--- src/rtl/nebula_pkg.sv ---
// Shared definitions for the integer pipeline: register address type and
// register-file size, used by decode, the register file and the scoreboard.
package nebula_pkg;

  localparam int unsigned NumRegs  = 32;
  localparam int unsigned RegAddrW = 5;

  typedef logic [RegAddrW-1:0] reg_addr_t;

  // One-hot decode of a register address.
  function automatic logic [NumRegs-1:0] reg_onehot(input reg_addr_t addr);
    logic [NumRegs-1:0] oh;
    oh       = '0;
    oh[addr] = 1'b1;
    return oh;
  endfunction

endpackage

--- src/rtl/hazard_scoreboard.sv ---
// Register-file scoreboard and issue controller between decode and execute.
//
// Tracks architectural registers with a write in flight and holds the decoded
// instruction until its sources/destination are free and execute is ready.
// Writeback clears are bypassed into the same-cycle hazard check.
//
// Ports:
//   clk_i, rst_n_i                 clock, asynchronous active-low reset
//   dec_valid_i                    decode presents an instruction
//   dec_rs1_i/dec_rs2_i            source addresses, with *_use_i qualifiers
//   dec_rd_i, dec_rd_we_i          destination address and write enable
//   ex_ready_i                     execute accepts an instruction this cycle
//   flush_i                        kill the instruction in decode
//   wb_valid_i, wb_rd_i            per-port writeback retire (5 bits per port)
//   issue_o, stall_o               handoff to execute / hold decode
//   busy_o                         registered busy vector (bit 0 always 0)
//   outstanding_o                  registered in-flight write count
//   err_o                          sticky protocol error
module hazard_scoreboard
  import nebula_pkg::*;
#(
  parameter int unsigned NumWb          = 2,
  parameter int unsigned MaxOutstanding = 4,
  localparam int unsigned CntW          = $clog2(MaxOutstanding + 1)
) (
  input  logic                      clk_i,
  input  logic                      rst_n_i,
  input  logic                      dec_valid_i,
  input  logic [RegAddrW-1:0]       dec_rs1_i,
  input  logic [RegAddrW-1:0]       dec_rs2_i,
  input  logic                      dec_rs1_use_i,
  input  logic                      dec_rs2_use_i,
  input  logic [RegAddrW-1:0]       dec_rd_i,
  input  logic                      dec_rd_we_i,
  input  logic                      ex_ready_i,
  input  logic                      flush_i,
  input  logic [NumWb-1:0]          wb_valid_i,
  input  logic [NumWb*RegAddrW-1:0] wb_rd_i,
  output logic                      issue_o,
  output logic                      stall_o,
  output logic [NumRegs-1:0]        busy_o,
  output logic [CntW-1:0]           outstanding_o,
  output logic                      err_o
);

  localparam int unsigned WbCntW = $clog2(NumWb + 1);

  logic [NumRegs-1:0] busy_q, busy_d;
  logic [CntW-1:0]    out_q, out_d;
  logic               err_q, err_d;

  reg_addr_t          wb_rd [NumWb];
  logic [NumRegs-1:0] clr_mask;
  logic [NumRegs-1:0] busy_eff;
  logic [WbCntW-1:0]  wb_cnt;
  logic [CntW-1:0]    out_after_wb;
  logic               wb_err;
  logic               full;
  logic               rd_nz;
  logic               hazard;
  logic               sets_rd;

  // Unpack writeback addresses and build the same-cycle clear mask.
  always_comb begin
    clr_mask = '0;
    for (int p = 0; p < NumWb; p++) begin
      wb_rd[p] = wb_rd_i[p*RegAddrW +: RegAddrW];
      if (wb_valid_i[p]) begin
        clr_mask = clr_mask | reg_onehot(wb_rd[p]);
      end
    end
  end

  // Number of valid writeback ports this cycle.
  always_comb begin
    wb_cnt = '0;
    for (int p = 0; p < NumWb; p++) begin
      wb_cnt = wb_cnt + WbCntW'(wb_valid_i[p]);
    end
  end

  // Protocol checks: retiring a free register or x0, or two ports on one register.
  always_comb begin
    wb_err = 1'b0;
    for (int p = 0; p < NumWb; p++) begin
      if (wb_valid_i[p]) begin
        if ((wb_rd[p] == '0) || !busy_q[wb_rd[p]]) begin
          wb_err = 1'b1;
        end
        for (int q = p + 1; q < NumWb; q++) begin
          if (wb_valid_i[q] && (wb_rd[q] == wb_rd[p])) begin
            wb_err = 1'b1;
          end
        end
      end
    end
  end

  // Count after writeback drain; saturates at zero on over-retire.
  always_comb begin
    if (32'(wb_cnt) >= 32'(out_q)) begin
      out_after_wb = '0;
    end else begin
      out_after_wb = out_q - CntW'(wb_cnt);
    end
  end

  always_comb begin
    busy_eff = busy_q & ~clr_mask;
    rd_nz    = (dec_rd_i != '0);
    full     = (32'(out_after_wb) >= MaxOutstanding);
    hazard   = (dec_rs1_use_i & busy_eff[dec_rs1_i])
             | (dec_rs2_use_i & busy_eff[dec_rs2_i])
             | (dec_rd_we_i & busy_eff[dec_rd_i])
             | (dec_rd_we_i & rd_nz & full);
    // Gated by reset so issue/stall drop as soon as reset asserts.
    issue_o  = rst_n_i & dec_valid_i & ~flush_i & ~hazard & ex_ready_i;
    stall_o  = rst_n_i & dec_valid_i & ~flush_i & ~issue_o;
    sets_rd  = issue_o & dec_rd_we_i & rd_nz;
  end

  // Next state: a set on the same register as a clear wins.
  always_comb begin
    busy_d = busy_eff;
    if (sets_rd) begin
      busy_d = busy_d | reg_onehot(dec_rd_i);
    end
    busy_d[0] = 1'b0;
    out_d     = out_after_wb + CntW'(sets_rd);
    err_d     = err_q | wb_err;
  end

  always_ff @(posedge clk_i or negedge rst_n_i) begin
    if (!rst_n_i) begin
      busy_q <= '0;
      out_q  <= '0;
      err_q  <= 1'b0;
    end else begin
      busy_q <= busy_d;
      out_q  <= out_d;
      err_q  <= err_d;
    end
  end

  assign busy_o        = busy_q;
  assign outstanding_o = out_q;
  assign err_o         = err_q;

`ifndef NDEBUG
  a_x0_free : assert property (@(posedge clk_i) disable iff (!rst_n_i) busy_q[0] == 1'b0);
  // Only meaningful while no protocol error has corrupted the count.
  a_count : assert property (@(posedge clk_i) disable iff (!rst_n_i)
    err_q || ($countones(busy_q) == 32'(out_q)));
  a_excl : assert property (@(posedge clk_i) disable iff (!rst_n_i) !(issue_o && stall_o));
`endif

endmodule

--- config.mk ---
export PLATFORM = sky130hd
export DESIGN_NAME = hazard_scoreboard
export DESIGN_NICKNAME = d
export VERILOG_FILES = /design/src/rtl/nebula_pkg.sv /design/src/rtl/hazard_scoreboard.sv
export SDC_FILE = /design/constraint.sdc
export NUM_CORES = 1
export LEC_CHECK = 0
export CORE_UTILIZATION = 45
export DETAILED_ROUTE_END_ITERATION = 10
export DONT_BUFFER_PORTS = 1
export PLACE_DENSITY_LB_ADDON = 0.12
export SYNTH_ARGS = -nofsm -noshare
export SYNTH_HDL_FRONTEND = slang
export SYNTH_SLANG_ARGS = --single-unit
--- constraint.sdc ---
create_clock -name clk_i -period 11.6 [get_ports clk_i]
set_input_delay 2.9 -clock clk_i [delete_from_list [all_inputs] [get_ports clk_i]]
set_output_delay 2.9 -clock clk_i [all_outputs]
set_load 0.005 [all_outputs]
Yosys cells after proc, flatten, opt, wreduce, memory -nomap -nowiden
Index checks and enable logic that the tools add are counted.
- register bits: 35
- input port bits: 35
- output and inout port bits: 38
- logic and storage cells: 76
- add/sub/neg operators: 3
- order comparisons: 10
- equal/unequal tests: 1
- muxes and demuxes: 25
- bitwise gates (word level): 23
- reduce and logical (&&, ||, !) cells: 11
- operators with widths (cell ; number):
    32-bit two-way mux ; 3
    32-bit bitwise OR ; 2
    32-bit bitwise AND ; 1
    32-bit NOT ; 1
    5-bit by 6-bit less-than comparator with 1-bit output, second input constant ; 5
    1-bit binary-select mux with 5-bit select ; 5
    1-bit demux with 5-bit select ; 3
    5-bit by 1-bit greater-or-equal comparator with 1-bit output, second input constant ; 3
    1-bit two-way mux ; 13
    1-bit bitwise AND ; 12
    5-bit logical NOT ; 2
    5-bit equality test ; 1
    5-bit nonzero test ; 1
    1-bit logical AND ; 4
    1-bit bitwise OR ; 4
    3-bit by 1-bit adder with 3-bit output ; 1
    2-bit by 3-bit greater-or-equal comparator with 1-bit output ; 1
    3-bit greater-or-equal comparator, second input constant ; 1
    3-bit two-way mux ; 1
    1-bit NOT ; 3
    3-bit by 2-bit subtractor with 3-bit output ; 1
    1-bit by 1-bit adder with 2-bit output ; 1
    1-bit logical NOT ; 2
    1-bit logical OR ; 2

Depth between registers and ports, before layout
Gate-level depths: netlist (run 1).
- depth after elaboration: 21
- depth in mapped cells: 14
- gate-level depth less buffers: 13

Worst setup path before layout (run 1)
No wires, ideal clock.
- path type: input to output
- start point: input port wb_rd_i[9]
- end point: output port stall_o
- arrival: 5.165 ns
- data required time: 8.700 ns
- setup slack: 3.535 ns
- cell stages on the path: 11
- buffers on the path: 3
- path through: buf_4 > nand4b_1 > o21ai_0 > or2_1 > mux4_2 > or4b_1 > o211ai_1 > and2_1 > buf_2 > buf_2 > o2111a_1
- cells in the longest elaborated chain, start to end: 19
- elaborated cells on any way between the ends: 26
- classes of those cells: 2 x order compare; 9 x mux; 14 x bitwise; 1 x reduce/logical
- RTL lines (what ; RTL line ; text):
    start, declared ; hazard_scoreboard.sv:38 ; input logic [NumWb*RegAddrW-1:0] wb_rd_i,
    5-bit by 6-bit less-than comparator with 1-bit output (implied by the code) / 5-bit by 1-bit greater-or-equal comparator with 1-bit output (equally long branches) ; nebula_pkg.sv:14 ; oh[addr] = 1'b1;
    1-bit logical AND (implied by the code) ; nebula_pkg.sv:14 ;
    1-bit two-way mux (implied by the code) ; nebula_pkg.sv:14 ;
    1-bit demux with 5-bit select (*) ; nebula_pkg.sv:14 ;
    32-bit bitwise OR (*) ; hazard_scoreboard.sv:69 ; clr_mask = clr_mask | reg_onehot(wb_rd[p]);
    32-bit two-way mux (*) ; hazard_scoreboard.sv:68 ; if (wb_valid_i[p]) begin
    32-bit NOT (*) ; hazard_scoreboard.sv:109 ; busy_eff = busy_q & ~clr_mask;
    32-bit bitwise AND (*) ; hazard_scoreboard.sv:109 ;
    [2 not listed] ; n/a ;
    1-bit bitwise AND (on tied branches) ; hazard_scoreboard.sv:112, hazard_scoreboard.sv:113 ;
    1-bit bitwise OR ; hazard_scoreboard.sv:113 ; | (dec_rs2_use_i & busy_eff[dec_rs2_i])
    1-bit bitwise OR (*) ; hazard_scoreboard.sv:114 ; | (dec_rd_we_i & busy_eff[dec_rd_i])
    1-bit bitwise OR (*) ; hazard_scoreboard.sv:115 ; | (dec_rd_we_i & rd_nz & full);
    1-bit NOT (*) ; hazard_scoreboard.sv:117 ; issue_o = rst_n_i & dec_valid_i & ~flush_i & ~hazard & ex_ready_i;
    1-bit bitwise AND (*) (2 in a row) ; hazard_scoreboard.sv:117 ;
    1-bit NOT (*) ; hazard_scoreboard.sv:118 ; stall_o = rst_n_i & dec_valid_i & ~flush_i & ~issue_o;
    1-bit bitwise AND (*) ; hazard_scoreboard.sv:118 ;
    end, declared ; hazard_scoreboard.sv:40 ; output logic stall_o,
Mark *: on every way between the ends. The rest lies on a longest branch, timed or not. The select of a mux whose other input is x is not followed.

Worst setup path after layout (run 1)
- start point: input port wb_rd_i[0]
- end point: output port stall_o
- cells in the longest elaborated chain, start to end: 20
- elaborated cells on any way between the ends: 27
- classes of those cells: 2 x order compare; 10 x mux; 14 x bitwise; 1 x reduce/logical
- RTL lines (what ; RTL line):
    5-bit by 6-bit less-than comparator with 1-bit output (implied by the code) / 5-bit by 1-bit greater-or-equal comparator with 1-bit output (equally long branches) ; nebula_pkg.sv:14
    1-bit logical AND (implied by the code) ; nebula_pkg.sv:14
    1-bit two-way mux (implied by the code) ; nebula_pkg.sv:14
    1-bit demux with 5-bit select (*) ; nebula_pkg.sv:14
    32-bit two-way mux (*) ; hazard_scoreboard.sv:68
    32-bit bitwise OR ; hazard_scoreboard.sv:69
    32-bit two-way mux (*) ; hazard_scoreboard.sv:68
    32-bit NOT (*) ; hazard_scoreboard.sv:109
    [3 not listed] ; n/a
    1-bit bitwise AND (on tied branches) ; hazard_scoreboard.sv:112, hazard_scoreboard.sv:113
    1-bit bitwise OR ; hazard_scoreboard.sv:113
    1-bit bitwise OR (*) ; hazard_scoreboard.sv:114
    1-bit bitwise OR (*) ; hazard_scoreboard.sv:115
    1-bit NOT (*) ; hazard_scoreboard.sv:117
    1-bit bitwise AND (*) (2 in a row) ; hazard_scoreboard.sv:117
    1-bit NOT (*) ; hazard_scoreboard.sv:118
    1-bit bitwise AND (*) ; hazard_scoreboard.sv:118
Marked as above.

==> run_summary.xml, run 1 <==
<?xml version="1.0" encoding="UTF-8"?>
<metrics>
  <group name="power_and_ir_drop">
    <metric name="net-switching-power" unit="mW">0.120</metric>
    <metric name="power_per_cell_area" unit="nW/um^2">89.4</metric>
    <metric name="p_int" unit="mW">0.233</metric>
    <metric name="leakagePower" unit="nW">1.34</metric>
    <metric name="power_frac_clock" unit="%">34.4</metric>
    <metric name="fraction_of_power_spent_switching_nets" unit="%">34.1</metric>
    <metric name="p_seq_share" unit="%">40.0</metric>
    <metric name="max-vdd-ir-drop" unit="mV">0.0687</metric>
    <metric name="combPwrFrac" unit="%">25.7</metric>
  </group>
  <group name="placement">
    <metric name="gp_congestion" unit="">1.09</metric>
    <metric name="place_ws" unit="ns">3.07</metric>
    <metric name="dp.final_hpwl" unit="um">11400</metric>
    <metric name="port_buf_inserts" unit="">0</metric>
  </group>
  <group name="routing">
    <metric name="detail_route.wl_per_cell" unit="um">29.0</metric>
    <metric name="detailroute.via_count" unit="">4172</metric>
    <metric name="initialDrtViolationCount" unit="">691</metric>
    <metric name="drc" unit="">0</metric>
    <metric name="wirelength" unit="um">15400</metric>
    <metric name="detail_route.vias_per_cell" unit="">7.86</metric>
    <metric name="detail_route.first_pass.iterations" unit="">6</metric>
    <metric name="drtAntennaViolNets" unit="">0</metric>
  </group>
  <group name="grt">
    <metric name="grt_first_pass_wirelength" unit="um">23500</metric>
    <metric name="grt_antenna_before_repair" unit="">2</metric>
    <metric name="grt.total_usage" unit="%">35.6</metric>
    <metric name="grt_pass1_vias" unit="">3931</metric>
    <metric name="overflow" unit="">0</metric>
    <metric name="grt_max_degree" unit="">38</metric>
  </group>
  <group name="critical_path">
    <metric name="rr_startpoint" unit="">busy_o[14]</metric>
    <metric name="cp_cell_sequence" unit="">or2_1 -&gt; o221ai_1 -&gt; o22ai_1 -&gt; a2111oi_2 -&gt; a32oi_1 -&gt; a2111oi_2 -&gt; o21ai_2 -&gt; buf_4 -&gt; o2111a_1</metric>
    <metric name="reg2reg_path_depth" unit="">11</metric>
    <metric name="cpMostUsedCell" unit="">a2111oi_2</metric>
    <metric name="crit_path_capture_type" unit="">output port</metric>
    <metric name="critical-path-top-delay-family" unit="">compound AO/OA/AOI/OAI gates</metric>
    <metric name="worstReg2RegEnd" unit="">outstanding_o[2]</metric>
    <metric name="critPathCapture" unit="">stall_o</metric>
    <metric name="startpoint_type" unit="">primary input</metric>
    <metric name="setup.reg_to_reg.worst_slack" unit="ns">8.22</metric>
    <metric name="crit_path_buf_inv_count" unit="">1</metric>
    <metric name="setup.worst_path.class" unit="">in2out</metric>
    <metric name="required" unit="ns">8.70</metric>
    <metric name="timing.critical_path.slowest_stage_cell" unit="">o221ai_1</metric>
    <metric name="worst_path_largest_cell_delay" unit="ns">0.61</metric>
    <metric name="critPathLaunch" unit="">wb_rd_i[0]</metric>
    <metric name="worstPathMaxFanout" unit="">34</metric>
    <metric name="critical_path_data_arrival_time" unit="ns">5.72</metric>
    <metric name="crit_cells" unit="">9</metric>
  </group>
  <group name="synth">
    <metric name="postSynthRegisterBits" unit="">35</metric>
    <metric name="postSynth.asyncResetShare" unit="%">100</metric>
    <metric name="synth_area" unit="sq um">3860</metric>
    <metric name="synth.distinct_cells" unit="">65</metric>
    <metric name="mappedNetlistNets" unit="">494</metric>
    <metric name="syn_area_per_cell" unit="sq um">8.52</metric>
    <metric name="synth_edf_count" unit="">0</metric>
    <metric name="synth-seq-area-share" unit="%">22.7</metric>
    <metric name="synthCells" unit="">453</metric>
    <metric name="yosys_warnings" unit="">0</metric>
    <metric name="dominantRegCellSynth" unit="">dfrtp_1</metric>
  </group>
  <group name="timing">
    <metric name="fmax" unit="GHz">0.116</metric>
    <metric name="relSlewSlack" unit="%">35.6</metric>
    <metric name="finalWorstPathRequiredPeriod" unit="ns">8.62</metric>
    <metric name="finalCritPeriodShare" unit="%">74.3</metric>
    <metric name="fin_hold_viols" unit="">0</metric>
    <metric name="fin_ws" unit="ns">2.98</metric>
    <metric name="finalHoldWorstSlack" unit="ns">0.540</metric>
    <metric name="final.setup.tns" unit="ns">0</metric>
    <metric name="timing_worst_slew_pin_value" unit="ns">0.966</metric>
    <metric name="timing.clock.skew" unit="ns">0.0107</metric>
    <metric name="setup_violations" unit="">0</metric>
    <metric name="setup_repair_after_global_routing_missed_its_margin" unit="">false</metric>
    <metric name="maxSlewViolCount" unit="">0</metric>
  </group>
  <group name="layout">
    <metric name="flow.area_growth_from_synthesis" unit="%">2.24</metric>
    <metric name="footprint_of_the_multi_input_gates" unit="sq um">2750</metric>
    <metric name="seqCellArea" unit="sq um">876</metric>
    <metric name="fin_nets" unit="">465</metric>
    <metric name="fraction_of_the_core_area_covered_by_cells_at_the_end_of_the_flow" unit="%">47.8</metric>
    <metric name="drive_above_1_share" unit="%">10.8</metric>
    <metric name="layout.filler_cells" unit="">832</metric>
  </group>
  <group name="floorplanning">
    <metric name="die_x" unit="um">94.6</metric>
    <metric name="pin_count" unit="">73</metric>
    <metric name="placeableCoreArea" unit="sq um">8260</metric>
    <metric name="start_util" unit="%">46.7</metric>
    <metric name="placement_rows" unit="">33</metric>
    <metric name="fp.dieH" unit="um">94.6</metric>
    <metric name="full_die_area" unit="sq um">8950</metric>
  </group>
  <group name="min_path">
    <metric name="worstHoldPathType" unit="">reg2reg</metric>
  </group>
  <group name="run">
    <metric name="cap_violations" unit="">0</metric>
  </group>
  <group name="cts">
    <metric name="clk_pin_slew" unit="ns">0.09</metric>
    <metric name="clock_tree_buf_depth" unit="">2</metric>
    <metric name="post_cts.resized_instances" unit="">0</metric>
    <metric name="tritoncts.num_buffers" unit="">5</metric>
    <metric name="clock_network_latency_to_the_later_pin_of_the_worst_skew_pair" unit="ns">0.31</metric>
    <metric name="cts_max_level" unit="">2</metric>
    <metric name="ctsRootBufferMaster" unit="">clkbuf_8</metric>
    <metric name="cts.sink_count" unit="">35</metric>
    <metric name="cts_hold_buf" unit="">0</metric>
    <metric name="cts_tree" unit="">done</metric>
    <metric name="cts_setup_buffers" unit="">0</metric>
  </group>
  <group name="run_status">
    <metric name="status" unit="">complete, no violations</metric>
  </group>
</metrics>
-- sequential cells by signal, indices dropped and copies added, names as in the netlist --
name           cells
outstanding_o      3
err_o              1
busy_o            31
-- logic make-up (layout without fill, tap and decap cells) --
logic type	after synthesis	count (layout)	share of synthesized area (%)
AOI/OAI and AO/OA	144	144	29.4
buffers and inverters	54	26	6.19
muxes	31	31	13.4
and+or+nand+nor	173	173	24.0
xor gates and xnor gates	9	9	2.04
other	1	2	0.0972
adders and majority gates	6	6	2.14
DFF	35	35	22.7
-- layout make-up --
cell class | instances | area share, %
timing repair buffer | 2 | 0.380
multi-input combinational | 364 | 69.6
sequential | 35 | 22.2
inverter | 16 | 1.52
tap | 105 | 3.33
antenna | 1 | 0.0634
clock inverter | 3 | 1.20
clock buffer | 5 | 1.74
-- worst register-to-register path: cells and delay by family (launching register included) --
family	cells	cell delay [ns]
muxes	1	0.51
buffers and inverters	1	0.32
and+or+nand+nor	4	1.09
DFF	1	0.49
adders and majority gates	2	0.40
AOI/OAI and AO/OA	2	0.32
xor gates and xnor gates	1	0.13
-- cell usage in the layout (no fill, tap or decap), drive strengths merged, types with 5 or more instances in the layout --
cell,count
o41ai,15
nand4b,7
dfrtp,35
mux2,5
nor2b,5
and2,6
or2,9
mux4,16
inv,16
nand4bb,6
mux2i,10
xor2,6
nor2,30
o22ai,10
o31ai,25
a21oi,7
nand2,46
nor3,11
ha,5
nand3,21
a31oi,6
o221ai,30
o211ai,8
o21ai,16
nand2b,11
clkbuf,5
-- cells in the mapped netlist (4+ instances only) --
master | count | area, sq um
o41ai_1 | 13 | 114
nor2_1 | 30 | 113
ha_1 | 5 | 62.6
or2_2 | 6 | 37.5
a32oi_1 | 4 | 35.0
nand2_1 | 46 | 173
nand4bb_1 | 6 | 67.6
xor2_1 | 6 | 52.6
o221ai_1 | 28 | 245
nor3_1 | 11 | 55.1
nor2b_1 | 5 | 31.3
a21oi_1 | 7 | 35.0
o22ai_1 | 10 | 62.6
nand3_1 | 21 | 105
nand3b_1 | 4 | 30.0
a31oi_1 | 6 | 37.5
mux2i_1 | 10 | 100
clkbuf_1 | 13 | 48.8
o21ai_0 | 14 | 70.1
and2_1 | 6 | 37.5
nand2b_1 | 11 | 68.8
inv_1 | 14 | 52.6
mux2_2 | 5 | 56.3
nand4b_1 | 7 | 61.3
mux4_2 | 16 | 360
a22oi_1 | 4 | 30.0
o31ai_1 | 25 | 188
dfrtp_1 | 35 | 876
buf_2 | 17 | 85.1
o211ai_1 | 8 | 60.1
buf_1 | 5 | 18.8
-- stage by stage --
stage	area, sq um	std cells	total power [mW]
final	3950	531	0.353
after global routing	3940	530	0.370
after CTS	3940	530	0.350
after detailed placement	3830	522	0.231
after global placement	3830	522	0.232
after floorplan	3860	453	0.218
-- power groups by stage --
stage / Sequential, mW / Combinational [mW] / Clock, mW
final: 0.141 / 0.0905 / 0.121
after global routing: 0.142 / 0.100 / 0.127
after CTS: 0.141 / 0.0885 / 0.121
after detailed placement: 0.143 / 0.0877 / 0
after global placement: 0.144 / 0.0884 / 0
after floorplan: 0.139 / 0.0788 / 0
-- worst min-delay path by stage --
stage	cells past startpoint	slack [ns]	end	startpoint
after floorplan	2	0.47	err_o	err_o
after global placement	2	0.51	err_o	err_o
after detailed placement	2	0.52	err_o	err_o
after CTS	2	0.54	err_o	err_o
after global routing	2	0.57	err_o	err_o
final	2	0.54	err_o	err_o
-- metal layers --
layer | part of all wire [%] | GRT usage, % | vias up
met3 | 15 | 9.74 | 79
met5 | 0.084 | 0 | -
met1 | 37 | 48.9 | 1960
met2 | 43 | 52.0 | 376
met4 | 5.4 | 15.9 | 2
li1 | - | - | 1755
Note: power is estimated with default switching activity, not from simulation.
==> run 2: changes to the inputs <==
==> constraint.sdc (replaced) <==
create_clock -name clk_i -period 7.1 [get_ports clk_i]
set_input_delay 1.775 -clock clk_i [delete_from_list [all_inputs] [get_ports clk_i]]
set_output_delay 1.775 -clock clk_i [all_outputs]
set_load 0.005 [all_outputs]
==> run 2 against run 1 <==
Die area unchanged. Clock power increased by 65%. Register-to-register slack lost 4.7 ns.
==> run_summary.xml, run 2 (synthesis results as in run 1) <==
<?xml version="1.0" encoding="UTF-8"?>
<metrics>
  <group name="power_and_ir_drop">
    <metric name="leakagePower" unit="nW">1.38</metric>
    <metric name="total_power_of_the_final_layout" unit="mW">0.577</metric>
    <metric name="max-vdd-ir-drop" unit="mV">0.128</metric>
    <metric name="power_per_cell_area" unit="nW/um^2">144</metric>
  </group>
  <group name="placement">
    <metric name="post-place-cells" unit="">529</metric>
    <metric name="dp.final_hpwl" unit="um">11800</metric>
    <metric name="placedInstanceArea" unit="sq um">3880</metric>
    <metric name="place_ws" unit="ns">1.04</metric>
    <metric name="port_buf_inserts" unit="">0</metric>
    <metric name="gp_congestion" unit="">1.02</metric>
  </group>
  <group name="layout">
    <metric name="antenna_cells" unit="">0</metric>
    <metric name="flip_flop_count_of_the_largest_register_all_copies_and_words_added" unit="">31</metric>
    <metric name="final_cell_mix" unit="">46 x nand2_1, 35 x dfrtp_1, 30 x nor2_1</metric>
    <metric name="final_std_cells_w_o_fill" unit="">537</metric>
    <metric name="layout.cell_area.non_filler" unit="sq um">4000</metric>
    <metric name="fraction_of_the_core_area_covered_by_cells_at_the_end_of_the_flow" unit="%">48.4</metric>
    <metric name="mostFrequentLayoutCell" unit="">nand2_1</metric>
    <metric name="drive_above_1_share" unit="%">12.3</metric>
    <metric name="flow.area_growth_from_synthesis" unit="%">3.53</metric>
    <metric name="fin_nets" unit="">472</metric>
  </group>
  <group name="critical_path">
    <metric name="critical_path_data_arrival_time" unit="ns">4.38</metric>
    <metric name="required" unit="ns">5.33</metric>
    <metric name="crit_path_capture_type" unit="">output port</metric>
    <metric name="startpoint_type" unit="">primary input</metric>
    <metric name="setup.reg_to_reg.worst_slack" unit="ns">3.49</metric>
    <metric name="setup.worst_path.class" unit="">in2out</metric>
    <metric name="rr_startpoint" unit="">busy_o[5]</metric>
    <metric name="reg2reg_path_depth" unit="">11</metric>
    <metric name="worstPathMaxFanout" unit="">14</metric>
    <metric name="worstReg2RegEnd" unit="">outstanding_o[2]</metric>
  </group>
  <group name="routing">
    <metric name="detail_route.wl_per_cell" unit="um">29.2</metric>
    <metric name="drtAntennaViolNets" unit="">0</metric>
    <metric name="wirelength" unit="um">15700</metric>
    <metric name="detailroute.via_count" unit="">4176</metric>
    <metric name="drc" unit="">0</metric>
    <metric name="detail_route.first_pass.iterations" unit="">5</metric>
    <metric name="detail_route.vias_per_cell" unit="">7.78</metric>
    <metric name="initialDrtViolationCount" unit="">675</metric>
  </group>
  <group name="timing">
    <metric name="relSlewSlack" unit="%">29.9</metric>
    <metric name="final.setup.tns" unit="ns">0</metric>
    <metric name="fin_ws" unit="ns">0.949</metric>
    <metric name="finalCritPeriodShare" unit="%">86.6</metric>
    <metric name="timing_worst_slew_pin_value" unit="ns">1.03</metric>
    <metric name="fmax" unit="GHz">0.163</metric>
    <metric name="setup_repair_after_global_routing_missed_its_margin" unit="">false</metric>
    <metric name="maxSlewViolCount" unit="">0</metric>
    <metric name="timing.clock.skew" unit="ns">0.0178</metric>
    <metric name="finalHoldWorstSlack" unit="ns">0.546</metric>
    <metric name="finalWorstPathRequiredPeriod" unit="ns">6.15</metric>
    <metric name="setup_violations" unit="">0</metric>
    <metric name="fin_hold_viols" unit="">0</metric>
  </group>
  <group name="cts">
    <metric name="ctsRootBufferMaster" unit="">clkbuf_8</metric>
    <metric name="cts_hold_buf" unit="">0</metric>
    <metric name="cts.sink_count" unit="">35</metric>
    <metric name="post_cts.resized_instances" unit="">0</metric>
    <metric name="cts_max_level" unit="">2</metric>
    <metric name="cts_tree" unit="">done</metric>
    <metric name="cts_setup_buffers" unit="">0</metric>
    <metric name="tritoncts.num_buffers" unit="">5</metric>
    <metric name="clk_pin_slew" unit="ns">0.10</metric>
    <metric name="clock_tree_buf_depth" unit="">2</metric>
    <metric name="clock_network_latency_to_the_later_pin_of_the_worst_skew_pair" unit="ns">0.32</metric>
  </group>
  <group name="floorplanning">
    <metric name="full_die_area" unit="sq um">8950</metric>
    <metric name="start_util" unit="%">46.7</metric>
    <metric name="pin_count" unit="">73</metric>
    <metric name="fp.dieH" unit="um">94.6</metric>
    <metric name="placeableCoreArea" unit="sq um">8260</metric>
    <metric name="die_x" unit="um">94.6</metric>
    <metric name="placement_rows" unit="">33</metric>
  </group>
  <group name="grt">
    <metric name="grt_max_degree" unit="">38</metric>
    <metric name="grt_first_pass_wirelength" unit="um">23600</metric>
    <metric name="grt_pass1_vias" unit="">3805</metric>
    <metric name="overflow" unit="">0</metric>
    <metric name="grt.total_usage" unit="%">35.9</metric>
    <metric name="grt_antenna_before_repair" unit="">0</metric>
  </group>
  <group name="min_path">
    <metric name="worstHoldPathType" unit="">reg2reg</metric>
    <metric name="worst_hold_path.endpoint" unit="">err_o</metric>
    <metric name="min_delay_path_depth" unit="">2</metric>
    <metric name="min-delay-start" unit="">err_o</metric>
  </group>
  <group name="run_status">
    <metric name="status" unit="">complete, no violations</metric>
  </group>
  <group name="run">
    <metric name="cap_violations" unit="">0</metric>
  </group>
</metrics>
## run 2: cell types whose count changed in the layout (fill, tap and decap cells not counted), sizes merged
cell   change
buf        +7
diode      -1
## run 2: worst max path at each step
| stage | endpoint | slack, ns | start |
|---|---|---|---|
| CTS | stall_o | 1.04 | wb_rd_i[0] |
| finish | stall_o | 0.95 | wb_rd_i[0] |
| global route | stall_o | 0.87 | wb_rd_i[0] |
| floorplan | stall_o | 1.28 | wb_rd_i[9] |
| detailed placement | stall_o | 1.04 | wb_rd_i[0] |
| global placement | stall_o | 1.03 | wb_rd_i[0] |
## run 2: power breakdown
part	internal (mW)	switching (mW)
clock	0.107	0.0935
sequential	0.212	0.0187
combinational	0.0619	0.0841
total	0.381	0.196
## run 2: area by class of cell
type / instances / area, sq um
flip-flops and latches: 35 / 876
multi-input cells: 364 / 2750
well taps: 105 / 131
repair buffers: 9 / 67.6
inverters: 16 / 60.1
clock buffers: 5 / 68.8
fillers: 802 / 4260
clock inverters: 3 / 47.5
## run 2: routing by layer
layer | routed length [um] | vias up | track usage, %
met5 | 0 | - | 0
met4 | 566 | 0 | 11.4
met3 | 1960 | 51 | 7.89
met2 | 7010 | 329 | 56.0
met1 | 6170 | 2031 | 49.4
li1 | - | 1765 | -
## run 2: worst max-delay path, cell delays in order
cell and delay, ns:
or2_1 0.39, o221ai_1 0.58, o22ai_1 0.22, a2111oi_2 0.42
a32oi_1 0.16, a2111oi_2 0.42, o21ai_2 0.14, o2111a_1 0.26
==> run 3: changes to the inputs <==
--- a/config.mk
+++ b/config.mk
@@ -9,6 +9,8 @@
 export DETAILED_ROUTE_END_ITERATION = 10
 export DONT_BUFFER_PORTS = 1
 export PLACE_DENSITY_LB_ADDON = 0.12
+export REMOVE_ABC_BUFFERS = 1
+export SETUP_SLACK_MARGIN = 0.05
 export SYNTH_ARGS = -nofsm -noshare
 export SYNTH_HDL_FRONTEND = slang
 export SYNTH_SLANG_ARGS = --single-unit
==> run 3 against run 2 <==
Utilization is 0.23 points lower. Critical path depth stayed put. Clock power is 8% lower. Clock-buffer cell count stayed put. Worst hold slack worse by 0.028 ns. Sequential share of layout area is 0.10 points higher. Wire length is 0.41% higher.
==> run_summary.xml, run 3 (synthesis results as in run 1) <==
<?xml version="1.0" encoding="UTF-8"?>
<metrics>
  <group name="floorplanning">
    <metric name="start_util" unit="%">46.7</metric>
    <metric name="placement_rows" unit="">33</metric>
    <metric name="placeableCoreArea" unit="sq um">8260</metric>
    <metric name="fp.dieH" unit="um">94.6</metric>
    <metric name="die_x" unit="um">94.6</metric>
    <metric name="full_die_area" unit="sq um">8950</metric>
    <metric name="pin_count" unit="">73</metric>
  </group>
  <group name="critical_path">
    <metric name="timing.critical_path.slowest_stage_cell" unit="">o221ai_1</metric>
    <metric name="critical_path_data_arrival_time" unit="ns">4.24</metric>
    <metric name="cp_cell_sequence" unit="">or2_1 -&gt; o221ai_1 -&gt; o22ai_1 -&gt; a2111oi_2 -&gt; a32oi_1 -&gt; a2111oi_2 -&gt; o21ai_2 -&gt; o2111a_1</metric>
    <metric name="setup.worst_path.class" unit="">in2out</metric>
    <metric name="required" unit="ns">5.33</metric>
    <metric name="crit_path_capture_type" unit="">output port</metric>
    <metric name="worst_path_largest_cell_delay" unit="ns">0.53</metric>
    <metric name="critical-path-top-delay-family" unit="">compound AO/OA/AOI/OAI gates</metric>
    <metric name="startpoint_type" unit="">primary input</metric>
    <metric name="cpMostUsedCell" unit="">a2111oi_2</metric>
    <metric name="rr_startpoint" unit="">outstanding_o[0]</metric>
    <metric name="critPathLaunch" unit="">wb_rd_i[0]</metric>
    <metric name="worstPathMaxFanout" unit="">14</metric>
    <metric name="crit_path_buf_inv_count" unit="">0</metric>
  </group>
  <group name="routing">
    <metric name="drc" unit="">0</metric>
    <metric name="detail_route.vias_per_cell" unit="">7.70</metric>
    <metric name="wirelength" unit="um">15800</metric>
    <metric name="drtAntennaViolNets" unit="">0</metric>
    <metric name="detail_route.wl_per_cell" unit="um">29.5</metric>
    <metric name="detailroute.via_count" unit="">4119</metric>
    <metric name="detail_route.first_pass.iterations" unit="">5</metric>
    <metric name="initialDrtViolationCount" unit="">510</metric>
  </group>
  <group name="cts">
    <metric name="post_cts.resized_instances" unit="">0</metric>
    <metric name="clock_network_latency_to_the_later_pin_of_the_worst_skew_pair" unit="ns">0.29</metric>
    <metric name="cts.sink_count" unit="">35</metric>
    <metric name="ctsRootBufferMaster" unit="">clkbuf_8</metric>
    <metric name="cts_tree" unit="">done</metric>
    <metric name="cts_hold_buf" unit="">0</metric>
    <metric name="clock_tree_buf_depth" unit="">2</metric>
    <metric name="clk_pin_slew" unit="ns">0.08</metric>
    <metric name="cts_max_level" unit="">2</metric>
    <metric name="tritoncts.num_buffers" unit="">5</metric>
    <metric name="cts_setup_buffers" unit="">0</metric>
  </group>
  <group name="min_path">
    <metric name="min-delay-start" unit="">err_o</metric>
    <metric name="worstHoldPathType" unit="">reg2reg</metric>
  </group>
  <group name="timing">
    <metric name="final.setup.tns" unit="ns">0</metric>
    <metric name="timing_worst_slew_pin_value" unit="ns">0.737</metric>
    <metric name="fin_ws" unit="ns">1.09</metric>
    <metric name="finalWorstPathRequiredPeriod" unit="ns">6.01</metric>
    <metric name="finalCritPeriodShare" unit="%">84.7</metric>
    <metric name="maxSlewViolCount" unit="">0</metric>
    <metric name="finalHoldWorstSlack" unit="ns">0.517</metric>
    <metric name="fin_hold_viols" unit="">0</metric>
    <metric name="setup_repair_after_global_routing_missed_its_margin" unit="">false</metric>
    <metric name="timing.clock.skew" unit="ns">0.00709</metric>
    <metric name="setup_violations" unit="">0</metric>
    <metric name="fmax" unit="GHz">0.166</metric>
    <metric name="relSlewSlack" unit="%">50.9</metric>
  </group>
  <group name="layout">
    <metric name="mostFrequentLayoutCell" unit="">nand2_1</metric>
    <metric name="flip_flop_count_of_the_largest_register_all_copies_and_words_added" unit="">31</metric>
    <metric name="final_cell_mix" unit="">46 x nand2_1, 35 x dfrtp_1, 30 x nor2_1</metric>
    <metric name="drive_above_1_share" unit="%">11.9</metric>
    <metric name="fin_nets" unit="">470</metric>
    <metric name="antenna_cells" unit="">0</metric>
    <metric name="layout.cell_area.non_filler" unit="sq um">3980</metric>
    <metric name="flow.area_growth_from_synthesis" unit="%">3.05</metric>
  </group>
  <group name="grt">
    <metric name="grt_pass1_vias" unit="">3974</metric>
    <metric name="grt_max_degree" unit="">38</metric>
    <metric name="grt.total_usage" unit="%">36.3</metric>
    <metric name="grt_antenna_before_repair" unit="">0</metric>
    <metric name="overflow" unit="">0</metric>
    <metric name="grt_first_pass_wirelength" unit="um">23900</metric>
  </group>
  <group name="power_and_ir_drop">
    <metric name="total_power_of_the_final_layout" unit="mW">0.564</metric>
    <metric name="power_per_cell_area" unit="nW/um^2">142</metric>
    <metric name="p_seq_share" unit="%">41.0</metric>
    <metric name="net-switching-power" unit="mW">0.185</metric>
    <metric name="p_int" unit="mW">0.379</metric>
    <metric name="leakagePower" unit="nW">1.37</metric>
    <metric name="max-vdd-ir-drop" unit="mV">0.0567</metric>
    <metric name="fraction_of_power_spent_switching_nets" unit="%">32.8</metric>
    <metric name="power_frac_clock" unit="%">32.7</metric>
    <metric name="combPwrFrac" unit="%">26.3</metric>
  </group>
  <group name="placement">
    <metric name="gp_congestion" unit="">1.00</metric>
    <metric name="place_ws" unit="ns">1.16</metric>
    <metric name="dp.final_hpwl" unit="um">12100</metric>
    <metric name="port_buf_inserts" unit="">0</metric>
    <metric name="placedInstanceArea" unit="sq um">3860</metric>
  </group>
  <group name="run">
    <metric name="cap_violations" unit="">0</metric>
  </group>
  <group name="run_status">
    <metric name="status" unit="">complete, no violations</metric>
  </group>
</metrics>
==> run 3: cell types whose count changed in the layout (fill, tap and decap cells not counted), sizes merged <==
cell	delta
clkinv	+1
buf	-2
inv	-1
==> run 3: per-layer routing <==
metal / routed length (um) / track usage (%) / vias to the layer above
met3: 1960 / 10.1 / 57
met2: 6800 / 55.0 / 303
li1: - / - / 1757
met5: 0 / 0 / -
met1: 6310 / 48.4 / 2002
met4: 696 / 15.5 / 0
==> run 3: path summary, 6_finish.rpt <==
path | endpoint | slack [ns] | depth (start not counted)
hold / removal | err_o | 0.52 | 2
setup / recovery | stall_o | 1.09 | 8
setup reg to reg | outstanding_o[2] | 3.72 | 14
min in group asynchronous | err_o | 1.17 | 0
hold reg to reg | err_o | 0.52 | 2
max in group asynchronous | busy_o[24] | 5.84 | 0
==> run 3: metrics by stage <==
step / std cells / utilization [%]
floorplan: 415 / -
global placement: 527 / 46.8
detailed placement: 527 / 46.8
CTS: 535 / 48.2
global route: 535 / 48.2
finish: 535 / 48.2
==> run 3: worst min-delay path: cells and delay by family, from the launching register on <==
family | cells | cell delay, ns
DFF | 1 | 0.38
and+or+nand+nor | 1 | 0.06
AOI/OAI and AO/OA | 1 | 0.05
==> run 3: power groups by stage <==
stage / Sequential (mW) / Combinational [mW] / Clock [mW]
after floorplan: 0.228 / 0.108 / 0
after global placement: 0.236 / 0.143 / 0
after detailed placement: 0.236 / 0.144 / 0
after CTS: 0.232 / 0.145 / 0.184
after global routing: 0.233 / 0.163 / 0.195
final: 0.232 / 0.148 / 0.184
==> run 3: layout make-up <==
| type | instances | area [sq um] |
|---|---|---|
| multi-input combinational | 364 | 2750 |
| sequential | 35 | 876 |
| fill | 833 | 4280 |
| clock inverter | 3 | 43.8 |
| clock buffer | 5 | 68.8 |
| inverter | 16 | 60.1 |
| tap | 105 | 131 |
| timing repair buffer | 7 | 52.6 |
